**config.mk**
```make
export PLATFORM = sky130hd
export DESIGN_NAME = branch_redirect_ctrl
export DESIGN_NICKNAME = d
export VERILOG_FILES = /design/src/rtl/branch_redirect_ctrl.sv
export SDC_FILE = /design/constraint.sdc
export NUM_CORES = 1
export LEC_CHECK = 0
export ABC_AREA = 1
export CAP_MARGIN = 5
export CORE_AREA = 2 2 77 79
export CTS_CLUSTER_SIZE = 40
export DETAILED_ROUTE_END_ITERATION = 12
export DIE_AREA = 0 0 79 81
export PLACE_DENSITY = 0.86
export SLEW_MARGIN = 20
export SYNTH_ARGS = -nofsm -noshare
export SYNTH_HDL_FRONTEND = slang
export SYNTH_SLANG_ARGS = --single-unit
export TNS_END_PERCENT = 20
```
**constraint.sdc**
```tcl
create_clock -name clk -period 2.5 [get_ports clk]
set_clock_uncertainty 0.15 [all_clocks]
set_input_delay 0.375 -clock clk [delete_from_list [all_inputs] [get_ports clk]]
set_output_delay 0.375 -clock clk [all_outputs]
set_load 0.03 [all_outputs]
```
**src/rtl/branch_redirect_ctrl.sv**
```systemverilog
// EX-stage branch resolver: decides taken/not-taken, redirects the PC and flushes the wrong path with zero latency.
// A post-redirect shadow window ignores EX inputs; saturating statistics and a sticky illegal-funct3 flag are kept.
module branch_redirect_ctrl #(
  parameter int unsigned SHADOW_CYCLES = 1,
  parameter int unsigned CNT_W         = 16
) (
  input  logic             clk,
  input  logic             rst_n,
  input  logic             ex_valid,
  input  logic             ex_branch,
  input  logic [2:0]       ex_funct3,
  input  logic             alu_zero,
  input  logic             alu_lt,
  input  logic             alu_ltu,
  input  logic [31:0]      ex_target,
  input  logic             stall,
  input  logic             cnt_clr,
  output logic             pc_sel,
  output logic [31:0]      pc_target,
  output logic             flush_ifid,
  output logic             flush_idex,
  output logic             illegal_br,
  output logic [CNT_W-1:0] branch_cnt,
  output logic [CNT_W-1:0] taken_cnt
);

  typedef enum logic {IDLE = 1'b0, SHADOW = 1'b1} state_t;

  state_t           state_q, state_d;
  logic [2:0]       shadow_q, shadow_d;
  logic             illegal_q;
  logic [CNT_W-1:0] branch_cnt_q, taken_cnt_q;

  logic cond;
  logic f3_illegal;
  logic eval;
  logic taken;

  always_comb begin
    cond = 1'b0;
    case (ex_funct3)
      3'b000:  cond = alu_zero;
      3'b001:  cond = !alu_zero;
      3'b100:  cond = alu_lt;
      3'b101:  cond = !alu_lt;
      3'b110:  cond = alu_ltu;
      3'b111:  cond = !alu_ltu;
      default: cond = 1'b0;
    endcase
  end

  assign f3_illegal = (ex_funct3[2:1] == 2'b01);
  // Gating with rst_n keeps the redirect outputs quiet while reset is asserted.
  assign eval       = rst_n && (state_q == IDLE) && ex_valid && ex_branch && !stall;
  assign taken      = eval && cond;

  always_ff @(posedge clk) begin
    if (!rst_n) begin
      state_q  <= IDLE;
      shadow_q <= 3'd0;
    end else begin
      state_q  <= state_d;
      shadow_q <= shadow_d;
    end
  end

  always_comb begin
    state_d  = state_q;
    shadow_d = shadow_q;
    case (state_q)
      IDLE: begin
        if (taken) begin
          state_d  = SHADOW;
          shadow_d = 3'(SHADOW_CYCLES);
        end
      end
      SHADOW: begin
        // The window only advances on cycles where the pipeline actually moves.
        if (!stall) begin
          shadow_d = shadow_q - 3'd1;
          if (shadow_q <= 3'd1) state_d = IDLE;
        end
      end
      default: state_d = IDLE;
    endcase
  end

  always_comb begin
    pc_sel     = taken;
    flush_ifid = taken;
    flush_idex = taken;
    pc_target  = taken ? ex_target : 32'd0;
  end

  always_ff @(posedge clk) begin
    if (!rst_n) begin
      illegal_q    <= 1'b0;
      branch_cnt_q <= '0;
      taken_cnt_q  <= '0;
    end else begin
      if (eval && f3_illegal) illegal_q <= 1'b1;
      if (cnt_clr) begin
        branch_cnt_q <= '0;
        taken_cnt_q  <= '0;
      end else begin
        if (eval && (branch_cnt_q != '1)) branch_cnt_q <= branch_cnt_q + CNT_W'(1);
        if (taken && (taken_cnt_q != '1)) taken_cnt_q <= taken_cnt_q + CNT_W'(1);
      end
    end
  end

  assign illegal_br = illegal_q;
  assign branch_cnt = branch_cnt_q;
  assign taken_cnt  = taken_cnt_q;

endmodule

```
==> reports/metrics.cfg <==
[outcome]
status=finished clean

[die]
fp.dieH_um=81
die_area_um2=6400
initial_core_util_pct=44.3
die_w_um=79
core_um2=5680
ios=112
rows=28

[drt]
drt-pass1-iter-count=6
finalWirelength_mm=7.01
wl_per_cell_um=11.8
drt-initial-drc-count=102
vias=2866
drc=0
ant_nets=0
viasPerCell=4.82

[synth]
syn_area_um2=2510
synth_cell_type_count=29
synth_fp_nets=458
ys_ff_latch=37
synth_cells=410
yosysWarnings=0
synth.avg_cell_area_um2=6.13
ys_seq_area_share_pct=29.5

[sta]
timing.final.hold_violations=0
tightest_slew_ps=834
slew_headroom_pct=44.3
drv_slew=0
finalSetupViolCount=0
rsz0062_at_grt=no
fmax_mhz=427
layout_min_cycle_time_ps=2340
tns_ps=0
fin_ws_ps=157
period_share_pct=93.7

[placement]
port_buffers=111
gp_congestion=0.869
hpwl_mm=5.46
place_ws_ps=132

[worst_setup_path]
arrival_ps=1820
path_buf_inv=4
crit_path_start_kind=primary input
critPathLaunch=ex_funct3[1]
crit_fanout=35
path_cells=clkdlybuf4s50_1, inv_1, nand2_1, nand3_1, nand3_1, nand2_1, nand2_2, buf_12, nor2_1, buf_4
crit_path_end_kind=output port
crit_required_ps=1980
crit_type=primary input to output port
r2r-start=taken_cnt[0]
crit_family=buffers and inverters
cpMaxStageDelayCell=clkdlybuf4s50_1
critPathMaxStageDelay_ps=460

[power]
cellPowerDensity_nw_per_um2=317
p_leak_nw=1.55
vdd_ir_drop_max_uv=264

[clocking]
cts-htree-levels=2
cts-root-buf=clkbuf_8
cts_tree=built
post_cts_buffers=0
cts_num_sinks=37
clock_latency_ps=280
cts-buffers-inserted=5
ctsHoldBuffers=0
clk_pin_slew_ps=70
cts-resized-gates=0
cts-root-to-sink-buffers=2

[global_route]
grt_pass1_vias=2537
overflow=0
antenna_found_initial=0
grt_pass1_wl_mm=11.2
grt_max_degree=36
grtUsageTotal_pct=21.4

[cells_and_area]
drive_gt1_share_pct=12.1
syn2layout_area_growth_pct=46.4
fin_nets=568
antennaDiodeCount=0

[worst_hold_path]
holdCritStartpoint=illegal_br
min_path_type=flip-flop to flip-flop

[run]
drv_cap=0

[final timing paths]
check	to	slack, ps	cells after the start
worst max-delay path	pc_target[11]	160	10
worst min-delay path	illegal_br	320	1
worst max register to register	taken_cnt[1]	570	9
worst min register to register	illegal_br	320	1
[cells by family (layout without fill, tap and decap cells)]
kind of cell | after synthesis | after routing | synth area share, %
flops | 37 | 37 | 29.5
xor+xnor | 14 | 14 | 4.88
compound gates | 45 | 45 | 9.90
simple gates | 228 | 228 | 39.8
buf+inv | 82 | 192 | 14.0
fa+ha+maj | 4 | 4 | 1.99
[through the flow]
stage	hold slack [ps]	cell area [um^2]	std cells	util [%]	total power, mW
floorplan	280	2510	410	-	0.672
global placement	294	3600	588	63.4	0.764
detailed placement	306	3600	588	63.4	0.767
CTS	318	3680	595	64.9	1.19
global route	349	3680	595	64.9	1.22
finish	319	3680	595	64.9	1.17
[area by class of cell]
class | count | area (um^2)
multi-input combinational | 291 | 1420
inverter | 67 | 251
tap | 75 | 93.8
timing repair buffer | 118 | 1090
clock buffer | 7 | 86.3
sequential | 37 | 741
fill | 518 | 1990
[layout by cell type (no fill, tap or decap), drive strengths merged, types with 7 or more instances in the layout]
| cell | instances |
|---|---|
| inv | 67 |
| o21ai | 11 |
| nor2 | 72 |
| nand3 | 29 |
| nand2 | 105 |
| clkdlybuf4s50 | 76 |
| xor2 | 10 |
| clkbuf | 7 |
| buf | 42 |
| a21oi | 30 |
| dfxtp | 37 |
| nand4 | 12 |
[worst register-to-register path, cell delays in order (launching register included)]
cell and delay [ps]:
dfxtp_1 410, ha_1 220, nand3_1 180, inv_2 130, nand2_2 80, inv_2 70, nand3_4 170, nand3_4 240
nand2_1 90, a21oi_2 130
[power by group]
part	internal [mW]	leakage, nW	switching [mW]
sequential	0.591	0.298	0.00184
combinational	0.0860	1.21	0.0740
clock	0.219	0.0443	0.195
total	0.895	1.55	0.271
[cell usage after synthesis]
cell / number / share of area (%)
xnor2_1: 4 / 1.4
xor2_1: 10 / 3.5
inv_2: 2 / 0.30
nand3_2: 1 / 0.40
buf_4: 4 / 1.2
nand2_2: 3 / 0.75
inv_1: 65 / 9.7
a21oi_1: 26 / 5.2
a211oi_1: 1 / 0.30
buf_6: 3 / 1.3
nor2_1: 71 / 11
o21ai_0: 11 / 2.2
nor3_4: 1 / 0.65
ha_1: 4 / 2.0
nand4_1: 12 / 3.0
a21oi_2: 4 / 1.4
o31ai_1: 1 / 0.30
a31oi_1: 1 / 0.25
nand3b_1: 3 / 0.90
dfxtp_1: 37 / 29
nand2_1: 102 / 15
nor3_1: 5 / 0.99
o21a_1: 1 / 0.30
buf_2: 6 / 1.2
nor2_4: 1 / 0.45
nand3_1: 26 / 5.2
or2_2: 1 / 0.25
clkbuf_1: 2 / 0.30
nand3_4: 2 / 1.4
[layer usage]
metal,wire length (um),GRT usage [%]
met3,536,5.67
met5,0,0
met2,3370,39.5
met1,3040,24.7
met4,64,5.17
[state kept, by name (all words and copies together), names as in the netlist]
name,flops
taken_cnt,16
state_q,1
branch_cnt,16
shadow_q,3
illegal_br,1
(Power assumes the default switching activity.)
